===== config.mk =====
export PLATFORM = sky130hd
export DESIGN_NAME = screen_sequencer
export DESIGN_NICKNAME = d
export VERILOG_FILES = /design/src/rtl/screen_pkg.sv /design/src/rtl/frame_tick_gen.sv /design/src/rtl/screen_sequencer.sv
export SDC_FILE = /design/constraint.sdc
export NUM_CORES = 1
export LEC_CHECK = 0
export ABC_AREA = 1
export BUFFER_PORTS_ARGS = -buffer_cell sky130_fd_sc_hd__buf_2
export CORE_MARGIN = 2
export CORE_UTILIZATION = 52
export CTS_CLUSTER_DIAMETER = 100
export DETAILED_ROUTE_END_ITERATION = 8
export PLACE_DENSITY = 0.79
export SYNTH_ARGS = -nofsm -noshare
export SYNTH_HDL_FRONTEND = slang
export SYNTH_SLANG_ARGS = --single-unit

===== constraint.sdc =====
create_clock -name clk -period 1.5 [get_ports clk]
set_input_delay 0.075 -clock clk [delete_from_list [all_inputs] [get_ports clk]]
set_output_delay 0.075 -clock clk [all_outputs]
set_load 0.02 [all_outputs]

===== src/rtl/screen_pkg.sv =====
// Shared types and helpers for the saved-screen sequencer.
// Holds the FSM encoding and the frame divider calculation.
package screen_pkg;

   typedef enum logic [2:0] {
      S_IDLE,
      S_LOAD,
      S_ARM,
      S_WAIT,
      S_FINISH
   } state_t;

   localparam int FCNT_W = 6;

   function automatic int calc_div(
      input int clk_hz,
      input int frame_hz
   );
      return clk_hz / (2 * frame_hz);
   endfunction

endpackage


===== src/rtl/frame_tick_gen.sv =====
// Frame square wave divider with a one-cycle tick
// on the cycle that drives sixty_signal from 0 to 1.
module frame_tick_gen #(
   parameter int DIV = 10
) (
   input  logic clk,
   input  logic reset_n,
   output logic sixty_signal,
   output logic tick
);

   localparam int CW = (DIV > 2) ? $clog2(DIV) : 1;
   localparam logic [CW-1:0] LAST = CW'(DIV - 1);

   logic [CW-1:0] cnt_q;
   logic          sixty_q;
   logic          wrap;

   assign wrap = (cnt_q == LAST);

   always_ff @(posedge clk) begin
      if (!reset_n) begin
         cnt_q   <= '0;
         sixty_q <= 1'b0;
      end else if (wrap) begin
         cnt_q   <= '0;
         sixty_q <= ~sixty_q;
      end else begin
         cnt_q <= cnt_q + 1'b1;
      end
   end

   assign sixty_signal = sixty_q;
   assign tick         = wrap & ~sixty_q;

endmodule


===== src/rtl/screen_sequencer.sv =====
// Saved-screen sequencer: captures corners, pulses start
// across a frame edge, then waits for done or a frame timeout.
module screen_sequencer
   import screen_pkg::*;
#(
   parameter int CLK_HZ         = 50000000,
   parameter int FRAME_HZ       = 60,
   parameter int TIMEOUT_FRAMES = 40
) (
   input  logic       clk,
   input  logic       reset_n,
   input  logic       trigger,
   input  logic [8:0] ax_in,
   input  logic [8:0] bx_in,
   input  logic [7:0] ay_in,
   input  logic [7:0] by_in,
   input  logic       done,
   output logic       sixty_signal,
   output logic       start,
   output logic [8:0] x_position_a,
   output logic [8:0] x_position_b,
   output logic [7:0] y_position_a,
   output logic [7:0] y_position_b,
   output logic       busy,
   output logic       resume,
   output logic       timeout
);

   localparam int DIV = calc_div(CLK_HZ, FRAME_HZ);
   localparam logic [FCNT_W-1:0] LIMIT =
      FCNT_W'(TIMEOUT_FRAMES);

   logic tick;

   frame_tick_gen #(.DIV(DIV)) u_tick (
      .clk          (clk),
      .reset_n      (reset_n),
      .sixty_signal (sixty_signal),
      .tick         (tick)
   );

   logic sync1_q, sync2_q, done_s;

   always_ff @(posedge clk) begin
      if (!reset_n) begin
         sync1_q <= 1'b0;
         sync2_q <= 1'b0;
      end else begin
         sync1_q <= done;
         sync2_q <= sync1_q;
      end
   end

   assign done_s = sync2_q;

   state_t            state_q;
   logic [FCNT_W-1:0] fcnt_q;
   logic              armed_q;
   logic              start_q, busy_q;
   logic              resume_q, timeout_q;
   logic [8:0]        xa_q, xb_q;
   logic [7:0]        ya_q, yb_q;

   always_ff @(posedge clk) begin
      if (!reset_n) begin
         state_q   <= S_IDLE;
         fcnt_q    <= '0;
         armed_q   <= 1'b0;
         start_q   <= 1'b0;
         busy_q    <= 1'b0;
         resume_q  <= 1'b0;
         timeout_q <= 1'b0;
         xa_q      <= '0;
         xb_q      <= '0;
         ya_q      <= '0;
         yb_q      <= '0;
      end else begin
         resume_q <= 1'b0;
         unique case (state_q)
            S_IDLE: begin
               if (trigger) begin
                  xa_q    <= ax_in;
                  ya_q    <= ay_in;
                  xb_q    <= bx_in;
                  yb_q    <= by_in;
                  busy_q  <= 1'b1;
                  state_q <= S_LOAD;
               end
            end
            S_LOAD: begin
               armed_q <= 1'b0;
               start_q <= 1'b1;
               state_q <= S_ARM;
            end
            S_ARM: begin
               // leave one cycle after the tick so start spans the edge
               if (tick) armed_q <= 1'b1;
               if (armed_q) begin
                  start_q <= 1'b0;
                  fcnt_q  <= '0;
                  state_q <= S_WAIT;
               end
            end
            S_WAIT: begin
               if (tick && (fcnt_q != '1))
                  fcnt_q <= fcnt_q + 1'b1;
               if (done_s) begin
                  resume_q <= 1'b1;
                  state_q  <= S_FINISH;
               end else if (fcnt_q == LIMIT) begin
                  timeout_q <= 1'b1;
                  busy_q    <= 1'b0;
                  state_q   <= S_IDLE;
               end
            end
            S_FINISH: begin
               busy_q  <= 1'b0;
               state_q <= S_IDLE;
            end
            default: begin
               busy_q  <= 1'b0;
               state_q <= S_IDLE;
            end
         endcase
      end
   end

   assign start        = start_q;
   assign busy         = busy_q;
   assign resume       = resume_q;
   assign timeout      = timeout_q;
   assign x_position_a = xa_q;
   assign x_position_b = xb_q;
   assign y_position_a = ya_q;
   assign y_position_b = yb_q;

endmodule


[Yosys cells after proc, flatten, opt, wreduce, memory -nomap -nowiden]
Cells that the tools add are included.
Widths: inputs -> output; s select.
Storage, ports and cells
  ROM bits: 0
  input port bits: 38
  memory bits (writable): 0
  register bits after elaboration: 70
  memories kept: 0
  word-level logic and storage cells: 66
  latch bits: 0
Cells by class
  shift operators: 0
  equality and inequality tests: 13
  add/subtract/negate cells: 2
  mux-type cells: 17
  bitwise gates (word level): 5
  multipliers: 0
  $lt $le $gt $ge: 0
  reduce and logical (&&, ||, !) cells: 14
  div/mod/pow operators: 0
Operators with widths (count)
  $add 19x1->19 const B: 1
  $eq 19x19->1 const B: 1
  $mux 3: 4
  $mux 6: 2
  $ne 2x2->1 const B: 6
  $pmux 3 s4: 1
  $pmux 6 s2: 1
  $reduce_and 3->1: 3
  $reduce_and 2->1: 4
  $add 6x1->6 const B: 1
  $eq 3x2->1 const B: 2
  $eq 6x6->1 const B: 1
  $mux 1: 6
  $ne 6x6->1 const B: 1
  $not 1->1: 4
  $pmux 1 s2: 2
  $reduce_and 4->1: 1
  $reduce_bool 2->1: 2
  $reduce_or 2->1: 2
  $eq 3x1->1 const B: 1
  $logic_not 3->1: 1
  $ne 3x3->1 const B: 1
  $pmux 1 s3: 1
  $and 1x1->1: 1
  $logic_and 1x1->1: 1

[Depth between registers and ports, before layout]
Gate-level depths: netlist (run 1).
  word-level depth: 5
  gate-level depth with buffers: 10

[Modules after synthesis]
From an unflattened synthesis (run 1), not the netlist that was laid out.
Unflattened totals
  cell total of the unflattened synthesis: 423
  area total of the unflattened synthesis: 3100.5 um2
By module, submodules not included
  screen_sequencer: area an instance 2006.9 um2, instances 1, sequential area each 1001.0 um2, cells each 258
  frame_tick_gen: area an instance 1093.5 um2, instances 1, sequential area each 400.4 um2, cells each 165

[Worst setup path before layout (run 1)]
Ideal clock, no wire load.
  kind: register to register
  from: register fcnt_q[0]
  to: register fcnt_q[0]
  path buffers: 1
  path slack: 0.158 ns
  data required time: 1.385 ns
  data arrival time: 1.227 ns
  stages on the path, launching flop included: 9
  cells stage by stage: dfxtp_1 ha_1 nand3_1 nor2_1 nor2_1 nand4_2 buf_6 a21oi_1 nor2_1
On the way
  cells in the longest elaborated chain, start to end: 4
Ends and longest elaborated chain
  start, declared: RTL line screen_sequencer.sv:57  | logic [FCNT_W-1:0] fcnt_q;
  start signal, assigned: RTL line screen_sequencer.sv:106  | fcnt_q <= fcnt_q + 1'b1;
  branches (longest 4 deep; another with $add 6x1->6)
Parallel ways; which one is timed is not known. The select of a mux whose other input is x is not followed.
A chain may end at the register's enable or synchronous reset.

[Worst setup path in the final report (run 1)]
  from: register u_tick.cnt_q[6]
  to: register fcnt_q[3]
On the way
  cells in the longest elaborated chain, start to end: 5
Ends and longest elaborated chain
  start, declared: RTL line frame_tick_gen.sv:15  | logic [CW-1:0] cnt_q;
  start signal, assigned: RTL line frame_tick_gen.sv:29  | cnt_q <= cnt_q + 1'b1;
  $eq 19x19->1: RTL line frame_tick_gen.sv:19  | assign wrap = (cnt_q == LAST);
  $and 1x1->1: RTL line frame_tick_gen.sv:34  | assign tick = wrap & ~sixty_q;
  $logic_and 1x1->1: RTL line screen_sequencer.sv:105  | if (tick && (fcnt_q != '1))
  $ne 2x2->1 (no line)
  $reduce_and 3->1 (no line)
Every way passes these cells.

==> flow_summary.ini, run 1 <==
[run_status]
status = complete, but fails checks
failed_checks = negative hold slack

[global_route]
gr-usage-met2 = 0.364
grt_max_degree = 70
grt_overflow_total = 0
grt_busiest_layer = met2
grt_use_total = 0.228
met1_usage = 0.272
grt_pass1_vias = 2724
globalRouteMet3Util = 0.0685
antenna_found_initial = 0
grt_pass1_wl_um = 11500

[job]
maxCapViolCount = 0

[timing]
rsz0062_at_grt = yes
finalClockSkew_ns = 0.0154
period_share = 0.973
holdWs_ns = -0.000227
period_needed_ns = 1.46
setup_viol = 0
drv_slew = 0
final_hold_viol_count = 1
worst-slew-pin-transition_ns = 0.334
maxSlewHeadroom = 0.777
fmax_mhz = 685

[clock_tree]
cts.path.max_buffers = 2
root_buffer = clkbuf_8
cts_buffers = 9
tritoncts = done
cts.sinks = 70
h-tree-depth = 3
clkLatencyLatePin_ns = 0.35
path_clk_slew_ns = 0.08

[cells_and_area]
antenna_cells = 0
final_cell_area_mm2 = 0.00401
drive_gt1_frac = 0.292
final_common_cell = buf_2
most-common-layout-cells = buf_2 (76), inv_1 (74), dfxtp_1 (63)
multi_input_area_mm2 = 0.00138
final_nets = 552
nFillCells = 435
syn_to_final_growth_pct = 33.2
seqCellArea_mm2 = 0.00141

[die]
start_util = 0.544
die-area_mm2 = 0.00642
rows = 27
core-area_mm2 = 0.00554
die-height_um = 80.1
ios = 77
die_w_um = 80.1

[logic_synthesis]
synthDistinctLibCells = 26
syn_area_per_cell_um2 = 7.29
ys_seq_area_frac = 0.465
synth_fa_ha_area_frac = 0.0166
synth-simple-area-share = 0.213
syn-cell-area_mm2 = 0.00301
ys_ff_latch = 70
synth_top_family_by_area = simple AND/OR/NAND/NOR gates
yosysWarnings = 0
syn_inst = 413
yosys.area_share.xor_xnor = 0.0116
synth_compound_area_frac = 0.166
mappedNetlistNets = 455
synthMuxAreaShare = 0

[drt]
first_iter_violations = 170
via_count = 2980
drc_errors = 0
first_pass_iters = 4
via_per_inst = 5.09
wl_um = 7330
wl_per_cell_um = 12.5
postRouteAntennaNets = 0

[setup_path]
end_kind = register
critPathLaunchType = register
path_common_cell = nand2_1
crit_fanout = 6
crit_slowest_cell = dfxtp_2
worstSetupPathType = register to register
cp.arrival_ns = 1.70
worstPathRequired_ns = 1.74
critical_path.max_stage_delay_ns = 0.35
crit_chain = inv_1 -> nand2_1 -> nor2_2 -> nand2_1 -> nor2_4 -> nand4_4 -> a21oi_1 -> nor2_1

[placed_design]
io_buffers = 76
gp_congestion = 0.821
placed_area_mm2 = 0.00355
dp_hpwl_um = 4760

[worst_hold_path]
hold_class = input port to register

[pwr]
powerDensity_mw_per_mm2 = 1340
finalPower_w = 0.00538
peakVddDrop_v = 0.00107
leakage_nw = 1.83
cells by family after synthesis:
| group | Yosys count |
|---|---|
| AOI/OAI and AO/OA | 99 |
| DFF | 70 |
| xor gates and xnor gates | 4 |
| buffers and inverters | 91 |
| and+or+nand+nor | 145 |
| adders and majority gates | 4 |
worst max-delay path: cells and delay by family, from the launching register on:
kind	cells	cell delay (ns)
simple gates	6	0.72
flops	1	0.35
compound gates	1	0.19
buf+inv	1	0.08
Yosys cell counts (all sizes together):
cell type  count  share of area
dfxtp         70           0.47
inv           76          0.095
nor3b          2         0.0050
o21a           1         0.0025
nand3         20          0.033
o21ai         39          0.065
buf            5          0.014
nand4         11          0.025
a21oi         58          0.096
xnor2          1         0.0029
clkbuf        10          0.019
nor3          11          0.020
nand2         63          0.079
xor2           3         0.0087
nor2          36          0.046
a31oi          1         0.0021
nand3b         1         0.0025
ha             4          0.017
or2            1         0.0021
power breakdown:
part | switching (W) | internal [W]
logic | 0.000830 | 0.000462
clock network | 0.000729 | 0.00110
registers | 0.000140 | 0.00212
total | 0.00170 | 0.00368
through the flow:
step,setup TNS [ns],setup slack (ns),util,std cells
floorplan,0,0.158,-,413
finish,0,0.0402,0.724,586
global placement,0,0.0418,0.641,563
global route,-0.584,-0.0552,0.724,586
detailed placement,-0.163,-0.0478,0.641,563
CTS,-0.0178,-0.00894,0.696,584
final cells by class:
class / count / area share
Clock buffer: 9 / 0.0309
Clock inverter: 6 / 0.0278
Sequential cell: 70 / 0.352
Inverter: 76 / 0.0711
Multi-Input combinational cell: 253 / 0.343
Timing Repair Buffer: 100 / 0.153
Tap cell: 72 / 0.0225
what timing repair did:
item / CTS / global route
hold buffers: 6 / 0
setup endpoints to repair: 6 / 27
gates resized for setup: 1 / 42
hold endpoints to repair: 6 / 0
pin swaps: 1 / 11
gates cloned: 0 / 1
setup buffers: 0 / 1
routing by layer:
metal / wire length (µm) / vias to the layer above / part of all wire
met5: 0 / - / 0
met4: 187 / 0 / 0.026
met3: 531 / 18 / 0.072
met2: 3550 / 106 / 0.48
met1: 3060 / 1338 / 0.42
li1: - / 1518 / -
worst paths after layout:
| path | from | end | slack, ns | depth (start not counted) |
|---|---|---|---|---|
| worst max-delay path | u_tick.cnt_q[6]$_SDFF_PP0_ | fcnt_q[3]$_SDFFE_PN0P_ | 0.04 | 8 |
| worst min register to register | sync1_q$_SDFF_PN0_ | done_s$_SDFF_PN0_ | 0.42 | 2 |
| worst min-delay path | ax_in[2] | x_position_a[2]$_SDFFE_PN0P_ | -0.0002 | 3 |
| worst max register to register | u_tick.cnt_q[6]$_SDFF_PP0_ | fcnt_q[3]$_SDFFE_PN0P_ | 0.04 | 8 |
registers in the layout, indices dropped and copies added (netlist names):
name / cells
timeout: 1
done_s: 1
x_position_b: 9
fcnt_q: 6
state_q: 3
sync1_q: 1
start: 1
x_position_a: 9
armed_q: 1
y_position_a: 8
u_tick.sixty_signal: 1
resume: 1
busy: 1
u_tick.cnt_q: 19
y_position_b: 8
(Power assumes the default switching activity.)
==> run 2: changes to the inputs <==
ABC_AREA = unset   (was 1)
CORE_UTILIZATION = 56   (was 52)
PLACE_DENSITY = 0.84   (was 0.79)
SLEW_MARGIN = 10   (was unset)
clock period = 1.8 ns   (was 1.5 ns; I/O delays follow)
==> flow_summary.ini, run 2 <==
[run_status]
status = completed

[logic_synthesis]
syn_inst = 346
ys_ff_latch = 70
yosysTopAreaCellShare = 0.480
syn-cell-area_mm2 = 0.00292
ys_async_sr_fraction = 0
mappedNetlistNets = 388
synth_area_leader_cell = dfxtp_1
ys.flop_type = dfxtp_1
synth_area_leaders = dfxtp_1 (48%), nand2_1 (12%), a21oi_1 (7.2%)
syn_area_per_cell_um2 = 8.44
synth_edf_count = 0
synth_most_common_cell = nand2_1
yosys-top-cells-count = nand2_1 (90), dfxtp_1 (70), a21oi_1 (42)
synthDistinctLibCells = 47
ys_seq_area_frac = 0.480
yosysWarnings = 0

[setup_path]
worstSetupPathType = register to register
r2r_slack_ns = 0.08
end_kind = register
worstRegToRegCells = 6
worstPathRequired_ns = 2.05
r2r-end = y_position_a[4]$_SDFFE_PN0P_
crit_fanout = 34
crit_path_start = state_q[1]$_SDFFE_PN0P_
critPathLaunchType = register
cp.arrival_ns = 1.97
endpoint = y_position_a[4]$_SDFFE_PN0P_
r2r-start = state_q[1]$_SDFFE_PN0P_

[clock_tree]
h-tree-depth = 3
cts.sinks = 70
root_buffer = clkbuf_8
tritoncts = done
path_clk_slew_ns = 0.09
cts_buffers = 9
cts_setup_buffers = 0
cts.path.max_buffers = 2
clkLatencyLatePin_ns = 0.36

[cells_and_area]
syn_to_final_growth_pct = 34.8
final_nets = 503
final_common_cell = nand2_1
antenna_cells = 0
most-common-layout-cells = nand2_1 (90), buf_2 (76), dfxtp_1 (70)
final_cells = 535
nFillCells = 316
top_register = u_tick.cnt_q
seqCellArea_mm2 = 0.00140
drive_gt1_frac = 0.271
multi_input_area_mm2 = 0.00142
largest_register_ffs = 19
final_cell_area_mm2 = 0.00394

[timing]
maxSlewHeadroom = 0.616
worst-slew-pin-transition_ns = 0.572
period_share = 0.956
fin_tns_setup_ns = 0
period_needed_ns = 1.72
finalClockSkew_ns = 0.0143
setup_viol = 0
drv_slew = 0
fmax_mhz = 581
final_hold_viol_count = 0

[pwr]
pwr-share-clk = 0.346
finalPower_w = 0.00323
switching_share = 0.290
power_frac_seq = 0.513
leakage_nw = 1.68
combPwrFrac = 0.141
p_sw_w = 0.000935
powerDensity_mw_per_mm2 = 820
peakVddDrop_v = 0.000827
p_int_w = 0.00229

[global_route]
grt_pass1_wl_um = 13900
grt_use_total = 0.301
grt_pass1_vias = 3013
grt_max_degree = 39
grt_overflow_total = 0
antenna_found_initial = 0

[die]
rows = 26
core-area_mm2 = 0.00507
start_util = 0.575
ios = 77
die_w_um = 76.2
die-height_um = 76.2
die-area_mm2 = 0.00581

[placed_design]
io_buffers = 76
dp_cells = 486
placed_area_mm2 = 0.00340
dp_hpwl_um = 4470
gp_congestion = 0.923

[worst_hold_path]
hold_class = input port to register

[job]
maxCapViolCount = 0

[drt]
wl_per_cell_um = 15.6
first_iter_violations = 177
drc_errors = 0
first_pass_iters = 5
postRouteAntennaNets = 0
via_count = 2910
wl_um = 8330
via_per_inst = 5.44
==> run 2: cell count changes after synthesis, sizes merged, moves of 9 or more <==
cell,change
a21oi,-15
nand2,+27
inv,-69
o21ai,-27
nand3,-13
nor3,-9
nor2,-15
==> run 2: worst min path at each step <==
stage / from / to / slack, ns / cells past startpoint
floorplan: done / sync1_q$_SDFF_PN0_ / 0.22 / 1
global placement: done / sync1_q$_SDFF_PN0_ / 0.30 / 2
detailed placement: done / sync1_q$_SDFF_PN0_ / 0.30 / 2
CTS: ax_in[0] / x_position_a[0]$_SDFFE_PN0P_ / 0.005 / 3
global route: ax_in[0] / x_position_a[0]$_SDFFE_PN0P_ / 0.03 / 3
finish: ax_in[0] / x_position_a[0]$_SDFFE_PN0P_ / 0.01 / 3
==> run 2: logic make-up after synthesis <==
kind of cell | synth area share
muxes | 0.0206
xor gates and xnor gates | 0.0330
buffers and inverters | 0.0480
DFF | 0.480
AOI/OAI and AO/OA | 0.118
adders and majority gates | 0.0171
and+or+nand+nor | 0.283
==> run 2: layout make-up <==
cell class | instances | area share
multi-input combinational | 249 | 0.360
sequential | 70 | 0.356
timing repair buffer | 124 | 0.214
clock buffer | 9 | 0.0315
tap | 70 | 0.0223
clock inverter | 6 | 0.00985
inverter | 7 | 0.00668
==> run 2: per-layer routing <==
| metal | GRT usage | routed length [µm] | up-vias |
|---|---|---|---|
| met5 | 0 | 0 | - |
| met4 | 0.233 | 481 | 0 |
| met3 | 0.0486 | 362 | 34 |
| met2 | 0.534 | 4270 | 110 |
| met1 | 0.316 | 3210 | 1373 |
| li1 | - | - | 1393 |
==> run 2: repair_timing <==
action / CTS / global route
hold endpoints to repair: 34 / 0
endpoints found under the setup margin: 0 / 7
hold buffers: 34 / 0
gates resized for setup: 0 / 7
==> run 2: worst max-delay path: stages, from the launching register on <==
cell and delay, ns:
dfxtp_1 0.37, buf_4 0.18, nand2b_1 0.20, nor3_4 0.12, buf_4 0.35, nand2_1 0.11
a21oi_1 0.28
==> run 2: per-stage QoR <==
step / hold WS (ns) / util / worst slack (ns)
CTS: 0.00529 / 0.768 / 0.0254
floorplan: 0.217 / - / 0.221
global route: 0.0317 / 0.776 / -0.00397
detailed placement: 0.303 / 0.669 / 0.0523
finish: 0.0135 / 0.776 / 0.0799
global placement: 0.305 / 0.669 / 0.157
==> run 2: power groups by stage <==
stage | clock network (W) | logic (W) | registers [W]
3_3_place_gp | 0 | 0.000363 | 0.00168
6_report | 0.00112 | 0.000455 | 0.00166
5_1_grt | 0.00118 | 0.000495 | 0.00166
2_1_floorplan | 0 | 0.000164 | 0.00175
3_5_place_dp | 0 | 0.000372 | 0.00169
4_1_cts | 0.00110 | 0.000433 | 0.00165
